## src/rtl/element_delay_tracker_pkg.sv

```systemverilog
// Shared definitions for the element delay tracker and its term producer:
// FSM state encoding and the default fixed-point widths of the K_n terms.
package element_delay_tracker_pkg;

    localparam int unsigned DEF_DW_INTEGER   = 18;
    localparam int unsigned DEF_DW_FRACTION  = 6;
    localparam int unsigned DEF_DW_DELAY     = 12;
    localparam int unsigned DEF_NUM_ELEMENTS = 64;

    typedef enum logic [1:0] {
        IDLE      = 2'd0,
        WAIT_TERM = 2'd1,
        ADJUST    = 2'd2,
        PRESENT   = 2'd3
    } state_t;

endpackage

```

## src/rtl/element_delay_tracker_delay_side_stepper.sv

```systemverilog
// delay_side_stepper: one error-accumulator / integer-delay pair.
// Ports:
//   clk, rst         clock, synchronous active-high reset
//   i_load, i_d_init load d with i_d_init and clear e
//   i_add, i_term    accumulate a signed term into e
//   i_step           apply at most one +/-1 correction step to d
//   o_d, o_e         current delay and error accumulator
//   o_settled_c      combinational: no step would be taken this cycle
module delay_side_stepper #(
    parameter int unsigned DW_DELAY    = 12,
    parameter int unsigned DW_FRACTION = 6,
    parameter int unsigned EW          = 26
) (
    input  logic                       clk,
    input  logic                       rst,
    input  logic                       i_load,
    input  logic [DW_DELAY-1:0]        i_d_init,
    input  logic                       i_add,
    input  logic signed [EW-1:0]       i_term,
    input  logic                       i_step,
    output logic [DW_DELAY-1:0]        o_d,
    output logic signed [EW-1:0]       o_e,
    output logic                       o_settled_c
);

    logic signed [EW-1:0] w_thr_up;
    logic signed [EW-1:0] w_thr_dn;
    logic                 w_up;
    logic                 w_dn;

    // Thresholds (2d+1) and (2d-1) in the same fixed-point scale as e.
    // The (2d-1) value is only consumed when d > 0, so its d=0 wrap is harmless.
    assign w_thr_up = $signed(EW'({o_d, 1'b1}) << DW_FRACTION);
    assign w_thr_dn = $signed(EW'({o_d, 1'b0} - (DW_DELAY+1)'(1)) << DW_FRACTION);

    // Saturated d (all-ones up, zero down) blocks the step and counts as settled.
    assign w_up        = (o_e >= w_thr_up) && (o_d != {DW_DELAY{1'b1}});
    assign w_dn        = o_e[EW-1] && (o_d != '0);
    assign o_settled_c = !w_up && !w_dn;

    always_ff @(posedge clk) begin
        if (rst) begin
            o_d <= '0;
            o_e <= '0;
        end else if (i_load) begin
            o_d <= i_d_init;
            o_e <= '0;
        end else if (i_add) begin
            o_e <= o_e + i_term;
        end else if (i_step) begin
            if (w_up) begin
                o_e <= o_e - w_thr_up;
                o_d <= o_d + DW_DELAY'(1);
            end else if (w_dn) begin
                o_e <= o_e + w_thr_dn;
                o_d <= o_d - DW_DELAY'(1);
            end
        end
    end

endmodule

```

## src/rtl/element_delay_tracker.sv

```systemverilog
// element_delay_tracker: tracks integer element delays on both sides of an
// array centre from a stream of fixed-point K_n(+)/K_n(-) term pairs.
// Ports:
//   clk, rst                    clock, synchronous active-high reset
//   start, d_init               begin a run with initial centre delay
//   term_pos, term_neg          signed K_n terms from the producer
//   term_ready, last_element    producer valid level / final-pair flag
//   term_ack                    one-cycle acknowledge of a consumed pair
//   delay_pos, delay_neg        integer delays presented downstream
//   element_index               index of the presented term pair
//   delay_valid, delay_ack      downstream handshake
//   done                        one-cycle end-of-run pulse
module element_delay_tracker
    import element_delay_tracker_pkg::*;
#(
    parameter int unsigned DW_INTEGER   = DEF_DW_INTEGER,
    parameter int unsigned DW_FRACTION  = DEF_DW_FRACTION,
    parameter int unsigned DW_DELAY     = DEF_DW_DELAY,
    parameter int unsigned NUM_ELEMENTS = DEF_NUM_ELEMENTS
) (
    input  logic                                  clk,
    input  logic                                  rst,
    input  logic                                  start,
    input  logic [DW_DELAY-1:0]                   d_init,
    input  logic signed [DW_INTEGER+DW_FRACTION-1:0] term_pos,
    input  logic signed [DW_INTEGER+DW_FRACTION-1:0] term_neg,
    input  logic                                  term_ready,
    input  logic                                  last_element,
    output logic                                  term_ack,
    output logic [DW_DELAY-1:0]                   delay_pos,
    output logic [DW_DELAY-1:0]                   delay_neg,
    output logic [$clog2(NUM_ELEMENTS)-1:0]       element_index,
    output logic                                  delay_valid,
    input  logic                                  delay_ack,
    output logic                                  done
);

    localparam int unsigned TW = DW_INTEGER + DW_FRACTION;
    localparam int unsigned EW = TW + 2;
    localparam int unsigned IW = $clog2(NUM_ELEMENTS);

    state_t               r_state;
    logic                 r_last;

    logic                 w_load;
    logic                 w_add;
    logic                 w_step;
    logic [DW_DELAY-1:0]  w_d_pos;
    logic [DW_DELAY-1:0]  w_d_neg;
    logic signed [EW-1:0] w_e_pos;
    logic signed [EW-1:0] w_e_neg;
    logic                 w_settled_pos;
    logic                 w_settled_neg;

    assign w_load = (r_state == IDLE) && start;
    assign w_add  = (r_state == WAIT_TERM) && term_ready;
    assign w_step = (r_state == ADJUST);

    delay_side_stepper #(
        .DW_DELAY   (DW_DELAY),
        .DW_FRACTION(DW_FRACTION),
        .EW         (EW)
    ) u_pos (
        .clk        (clk),
        .rst        (rst),
        .i_load     (w_load),
        .i_d_init   (d_init),
        .i_add      (w_add),
        .i_term     (EW'(term_pos)),
        .i_step     (w_step),
        .o_d        (w_d_pos),
        .o_e        (w_e_pos),
        .o_settled_c(w_settled_pos)
    );

    delay_side_stepper #(
        .DW_DELAY   (DW_DELAY),
        .DW_FRACTION(DW_FRACTION),
        .EW         (EW)
    ) u_neg (
        .clk        (clk),
        .rst        (rst),
        .i_load     (w_load),
        .i_d_init   (d_init),
        .i_add      (w_add),
        .i_term     (EW'(term_neg)),
        .i_step     (w_step),
        .o_d        (w_d_neg),
        .o_e        (w_e_neg),
        .o_settled_c(w_settled_neg)
    );

    // Run control; all handshake outputs are registered.
    always_ff @(posedge clk) begin
        if (rst) begin
            r_state       <= IDLE;
            r_last        <= 1'b0;
            term_ack      <= 1'b0;
            delay_valid   <= 1'b0;
            done          <= 1'b0;
            delay_pos     <= '0;
            delay_neg     <= '0;
            element_index <= '0;
        end else begin
            term_ack <= 1'b0;
            done     <= 1'b0;
            case (r_state)
                IDLE: begin
                    if (start) begin
                        element_index <= '0;
                        r_state       <= WAIT_TERM;
                    end
                end
                WAIT_TERM: begin
                    if (term_ready) begin
                        r_last   <= last_element;
                        term_ack <= 1'b1;
                        r_state  <= ADJUST;
                    end
                end
                ADJUST: begin
                    if (w_settled_pos && w_settled_neg) begin
                        delay_pos   <= w_d_pos;
                        delay_neg   <= w_d_neg;
                        delay_valid <= 1'b1;
                        r_state     <= PRESENT;
                    end
                end
                PRESENT: begin
                    if (delay_ack) begin
                        delay_valid <= 1'b0;
                        if (r_last) begin
                            done    <= 1'b1;
                            r_state <= IDLE;
                        end else begin
                            element_index <= element_index + IW'(1);
                            r_state       <= WAIT_TERM;
                        end
                    end
                end
                default: r_state <= IDLE;
            endcase
        end
    end

    // Accumulators are observed only inside the steppers.
    logic w_unused;
    assign w_unused = ^{w_e_pos, w_e_neg};

endmodule

```

## config.mk

```make
export PLATFORM = sky130hd
export DESIGN_NAME = element_delay_tracker
export DESIGN_NICKNAME = d
export VERILOG_FILES = /design/src/rtl/element_delay_tracker_pkg.sv /design/src/rtl/element_delay_tracker_delay_side_stepper.sv /design/src/rtl/element_delay_tracker.sv
export SDC_FILE = /design/constraint.sdc
export NUM_CORES = 1
export LEC_CHECK = 0
export CORE_MARGIN = 2
export CORE_UTILIZATION = 45
export CTS_CLUSTER_SIZE = 20
export DETAILED_ROUTE_END_ITERATION = 12
export GPL_ROUTABILITY_DRIVEN = 0
export MAX_ROUTING_LAYER = met4
export PLACE_DENSITY = 0.72
export SYNTH_ARGS = -nofsm -noshare
export SYNTH_HDL_FRONTEND = slang
export SYNTH_SLANG_ARGS = --single-unit
```

## constraint.sdc

```tcl
create_clock -name clk -period 5.15 [get_ports clk]
set_input_delay 0.515 -clock clk [delete_from_list [all_inputs] [get_ports clk]]
set_output_delay 0.515 -clock clk [all_outputs]
set_load 0.01 [all_outputs]
```

Yosys cells after proc, flatten, opt, wreduce, memory -nomap -nowiden:

Index checks and enable logic that the tools add are counted.

* flip-flop bits (word level): 112
* output and inout bits: 33

* add/subtract/negate cells: 13
* magnitude comparators: 2
* eq/ne operators: 11
* muxes and demuxes: 33
* bitwise gates (word level): 3
* reductions and logical operators: 36

Operators with widths (count)
* two-way mux 26 bit: 8
* two-way mux 12 bit: 10
* adder 26 x 24 -> 26 bit: 2
* adder 26 bit: 2
* >= comparator 26 x 20 -> 1 bit: 2
* subtractor 26 x 20 -> 26 bit: 2
* subtractor 13 x 1 -> 14 bit (second input constant): 2
* adder 12 x 1 -> 12 bit (second input constant): 2
* != test 12 bit (second input constant): 2
* nonzero test 12 bit: 2
* subtractor 12 x 1 -> 12 bit (second input constant): 2
* two-way mux 6 bit: 3
* case mux 6 bit (2 select lines): 1
* nonzero test 3 bit: 4
* != test 2 bit (second input constant): 5
* logical AND 1 bit: 9
* AND reduction 3 bit: 3
* two-way mux 2 bit: 4
* case mux 2 bit (4 select lines): 1
* AND reduction 2 bit: 4
* AND reduction 4 bit: 2
* nonzero test 2 bit: 4
* adder 6 x 1 -> 6 bit (second input constant): 1
* two-way mux 1 bit: 5
* 9 further kinds: 16

Longest topological paths before layout:

* word-level depth: 7
* mapped depth: 21
* depth with buffers taken out: 19

By module:

Synthesis repeated with hierarchy kept, for this count alone.

* cells, all modules: 1629
* area, all modules: 12438.2 um2

By module, submodules not included
* delay_side_stepper (u_neg): instances 1, cells each 728, area an instance 5536.6 um2, seq. area each 760.7 um2
* delay_side_stepper (u_pos): instances 1, cells each 722, area an instance 5451.5 um2, seq. area each 760.7 um2
* element_delay_tracker: instances 1, cells each 179, area an instance 1450.1 um2, seq. area each 720.7 um2

Worst setup path before layout:

Ideal clock, no wire load.

* path kind: flip-flop to flip-flop
* from: register u_pos.o_d[6]
* to: register u_pos.o_d[10]
* arrival: 4.352 ns
* data required time: 5.059 ns
* setup slack: 0.707 ns
* stages on the path, launching flop included: 22
* path buffers: 3
* path through: dfxtp_1 -> clkbuf_1 -> inv_1 -> ha_1 -> nand2_1 -> or4_1 -> o311ai_1 -> a21oi_1 -> and3b_1 -> buf_2 -> inv_1 -> clkbuf_1 -> fa_1 -> a21o_1 -> a21oi_1 -> o21bai_1 -> a21oi_1 -> o21ai_0 -> a21o_1 -> a21oi_1 -> xor2_1 -> a311oi_1

* longest elaborated chain between the ends: 6

Ends and longest elaborated chain
* from (decl): RTL line element_delay_tracker_delay_side_stepper.sv:21 `output logic [DW_DELAY-1:0] o_d,`
* from (signal assigned): RTL line element_delay_tracker_delay_side_stepper.sv:46 `o_d <= i_d_init;`
* from (signal assigned): RTL line element_delay_tracker_delay_side_stepper.sv:53 `o_d <= o_d + DW_DELAY'(1);`
* from (signal assigned): RTL line element_delay_tracker_delay_side_stepper.sv:56 `o_d <= o_d - DW_DELAY'(1);`
* >= comparator 26 x 20 -> 1 bit (tied with other cells): RTL line element_delay_tracker_delay_side_stepper.sv:37 `assign w_up = (o_e >= w_thr_up) && (o_d != {DW_DELAY{1'b1}});`
* logical AND 1 bit or two-way mux 12 bit (tied branches): RTL line element_delay_tracker_delay_side_stepper.sv:37, element_delay_tracker_delay_side_stepper.sv:54
* two-way mux 12 bit: RTL line element_delay_tracker_delay_side_stepper.sv:51 `if (w_up) begin`
* two-way mux 12 bit: RTL line element_delay_tracker_delay_side_stepper.sv:50 `end else if (i_step) begin`
* two-way mux 12 bit: RTL line element_delay_tracker_delay_side_stepper.sv:48 `end else if (i_add) begin`
* two-way mux 12 bit: RTL line element_delay_tracker_delay_side_stepper.sv:45 `end else if (i_load) begin`

Several ways; a longest one is shown, not always the timed one. The select of a mux whose other input is x is not followed.
A chain may end at the register's enable or synchronous reset.

Worst setup path in the final report:

* from: register u_pos.o_d[4]
* to: register u_pos.o_d[10]

The elaborated chain is that of the path after synthesis.

==> run_results.csv <==
group,metric,value,unit
global_routing,track_usage,26.8,%
yosys,syn_nets,1768,
layout,final.fill_count,2453,
clocking,cts_inserted_buffers,9,
timing,clock_skew,10.1,ps
global_routing,first_pass_grt_wire_length,56800,µm
yosys,synth_seq_cells,112,
placed_design,place_hpwl,27700,µm
placed_design,post_placement_cell_area,0.0130,mm²
yosys,yosysWarningCount,0,
yosys,yosys.cell_types.count,75,
yosys,syn_inst,1553,
timing,finalSetupTns,0,ps
layout,nets,1839,
yosys,synth_area_per_cell,7.51,µm²
layout,mostFrequentLayoutCells,"169 x a21oi_1, 157 x nor2_1, 143 x ha_1, 123 x nand2_1, 112 x dfxtp_1",
floorplanning,fp.dieW,165,µm
clocking,ctsHtreeMaxLevel,3,
critical_path,critical_path.startpoint_type,"register",
critical_path,cp_data_required_time,5430,ps
timing,final_hold_fails,0,
drt,via_per_inst,6.13,
layout,layout-drive-gt1-share,3.01,%
layout,synthToLayoutAreaGrowth,13.5,%
layout,mostFrequentLayoutCell,"a21oi_1",
drt,remaining_number_of_nets_flagged_by_the_antenna_check_after_routing,0,
min_path,holdCritStartpoint,"delay_neg[10]$_SDFFE_PP0P_",
drt,dr_total_vias,12000,
power,leakage,0.00566,µW
status,status,"finished, final reports clean",
job,max_cap_viol_count,0,
critical_path,regToRegSetupSlack,550,ps
timing,final_max_slew_viol_count,0,
drt,avgRoutedWirePerCell,18.2,µm
yosys,synthesis.area,0.0117,mm²
yosys,synth-async-reset-ratio,0,%
yosys,post_synthesis_sequential_area_ratio,19.2,%
drt,drc,0,
timing,setup_viol_count_final,0,
placed_design,place.detailed.instances,1943,
timing,finalCritPeriodShare,89.4,%
floorplanning,die_area,0.0272,mm²
critical_path,path_max_fanout,14,
yosys,multiplexer_area_fraction_after_synthesis,0.783,%
yosys,synth_xor_area_share,9.46,%
timing,fmaxAchievable,217,MHz
clocking,cts.clk_slew.worst_paths,80,ps
critical_path,timing.reg2reg.worst_path_depth,18,
clocking,cts-root-to-sink-buffers,2,
global_routing,antenna_found_initial,0,
drt,iteration_count_of_the_initial_detailed_routing_pass,6,
yosys,synth_edf_count,0,
yosys,synth-adder-area-share,16.4,%
yosys,simple_gate_fraction_of_synth_area,20.9,%
clocking,cts_hold_buf,0,
timing,max_slew_margin,34.9,%
clocking,clockRootBuffer,"clkbuf_16",
timing,min_period,4600,ps
layout,finish.instance_area,0.0132,mm²
floorplanning,io-pin-count,99,
layout,finalNonFillerCells,1960,
global_routing,grt_max_degree,50,
power,power_density,684,mW/mm²
min_path,worstHoldEndpoint,"delay_neg[10]$_SDFFE_PP0P_",
min_path,worstHoldPathCells,2,
drt,finalWirelength,35600,µm
clocking,cts_tree,"built",
clocking,post_cts_setup_buffer_count,0,
yosys,ys_dominant_reg_cell,"dfxtp_1",
critical_path,worst-endpoint-arrival,4890,ps
power,max-vdd-ir-drop,0.438,mV
global_routing,total_overflow_reported_by_the_global_router,0,
drt,detail_route.iter0.violations,948,
floorplanning,num_rows,58,
critical_path,regToRegStartpoint,"u_pos.o_d[4]$_SDFFE_PP0P_",
critical_path,r2r_end,"u_pos.o_d[10]$_SDFFE_PP0P_",
floorplanning,start_util,46.1,%
yosys,dominant_combinational_cell_family_by_area_after_synthesis,"compound AO/OA/AOI/OAI gates",
critical_path,critPathCaptureType,"register",
yosys,synth-compound-area-share,29.2,%
placed_design,io_buffers,98,
timing,unrepaired_setup_endpoints_after_global_routing,"no",
critical_path,crit_start,"u_pos.o_d[4]$_SDFFE_PP0P_",
clocking,cts.sinks,112,
floorplanning,core_area,0.0253,mm²
floorplanning,chipHeight,165,µm
clocking,clock_latency,380,ps
timing,tightestPinTransition,972,ps
min_path,worst_hold_path_type,"register to register",
critical_path,worst_path_class_setup,"register to register",
clocking,ctsResizeCount,0,
global_routing,vias_in_the_first_global_route,11300,
-- sequential cells by signal (all words and copies together), names as in the netlist, 2 cells and up --
name           count
u_pos.o_d         12
delay_neg         12
element_index      6
u_neg.o_e         26
u_pos.o_e         26
delay_pos         12
u_neg.o_d         12
r_state            2
-- synth_stat cells, types with 6 or more instances --
cell type | instances | area share, %
a211o_1 | 6 | 0.45
a211oi_1 | 30 | 1.9
a21o_1 | 49 | 3.2
a21oi_1 | 169 | 7.2
a221oi_1 | 10 | 0.75
a311oi_1 | 8 | 0.60
a31oi_1 | 25 | 1.3
and3_1 | 17 | 0.91
buf_2 | 13 | 0.56
clkbuf_1 | 38 | 1.2
dfxtp_1 | 112 | 19
fa_1 | 6 | 1.0
ha_1 | 143 | 15
inv_1 | 61 | 2.0
mux2i_1 | 8 | 0.69
nand2_1 | 124 | 4.0
nand2b_1 | 14 | 0.75
nand3_1 | 37 | 1.6
nand4_1 | 24 | 1.3
nor2_1 | 157 | 5.0
nor2b_1 | 19 | 1.0
nor3_1 | 48 | 2.1
nor4_1 | 16 | 0.86
o211ai_1 | 23 | 1.5
o21a_1 | 20 | 1.3
o21ai_0 | 88 | 3.8
o21bai_1 | 29 | 1.9
o221ai_1 | 6 | 0.45
o22ai_1 | 9 | 0.48
o31ai_1 | 12 | 0.77
or3_1 | 14 | 0.75
xnor2_1 | 86 | 6.5
xor2_1 | 40 | 3.0
-- how the worst max path moves through the flow --
stage	end	slack (ps)	cells past startpoint
3_5_place_dp	u_pos.o_d[10]$_SDFFE_PP0P_	650	18
2_1_floorplan	u_pos.o_d[10]$_SDFFE_PP0P_	710	21
3_3_place_gp	u_pos.o_d[10]$_SDFFE_PP0P_	710	18
5_1_grt	u_pos.o_d[10]$_SDFFE_PP0P_	180	18
4_1_cts	u_pos.o_d[10]$_SDFFE_PP0P_	600	18
6_report	u_pos.o_d[10]$_SDFFE_PP0P_	550	18
-- metrics by stage --
stage / setup WS [ps] / hold slack (ps) / utilization (%) / power [µW]
after CTS: 599 / 495 / 52.3 / 8960
after global routing: 182 / 520 / 52.3 / 9880
after floorplan: 707 / 438 / - / 6680
after detailed placement: 645 / 478 / 51.1 / 8190
final: 546 / 492 / 52.3 / 9060
after global placement: 710 / 464 / 51.1 / 8060
-- worst max-delay path, stage by stage, from the launching register on --
cell and delay, ps:
dfxtp_1 460, inv_1 130, ha_1 400, inv_1 80
or4_1 500, o311ai_1 250, a21oi_1 60, and3b_1 250
inv_1 260, fa_1 510, a21o_1 180, a21oi_1 220
o21bai_1 90, a21oi_1 210, o21ai_0 190, a21o_1 210
a21oi_1 180, xor2_1 90, a311oi_1 250
-- report_power, final --
group	internal, µW	switching, µW	leakage [µW]
logic	2890	4110	0.00461
clock network	339	379	0.000135
registers	1040	294	0.000911
total	4280	4780	0.00566
-- per-layer routing --
metal  part of all wire [%]  GRT usage [%]  wire [µm]
met2                     48           45.6      17200
met5                      0              -          0
met3                    5.3           3.04       1900
met1                     43           32.7      15300
met4                    3.3           9.96       1160
-- final cells by class --
type	instances	area, µm²	area share (%)
clock buffer	9	225	1.70
sequential	112	2240	16.9
multi-input combinational	1324	8960	67.7
timing repair buffer	115	1100	8.33
tap	330	413	3.12
antenna	1	2.50	0.0189
clock inverter	7	61.3	0.463
inverter	62	233	1.76
-- cells by family after synthesis --
kind of cell	after synthesis
fa+ha+maj	149
xor+xnor	126
buf+inv	117
flops	112
simple gates	508
mux	9
compound gates	532
Note: power is estimated with default switching activity, not from simulation.
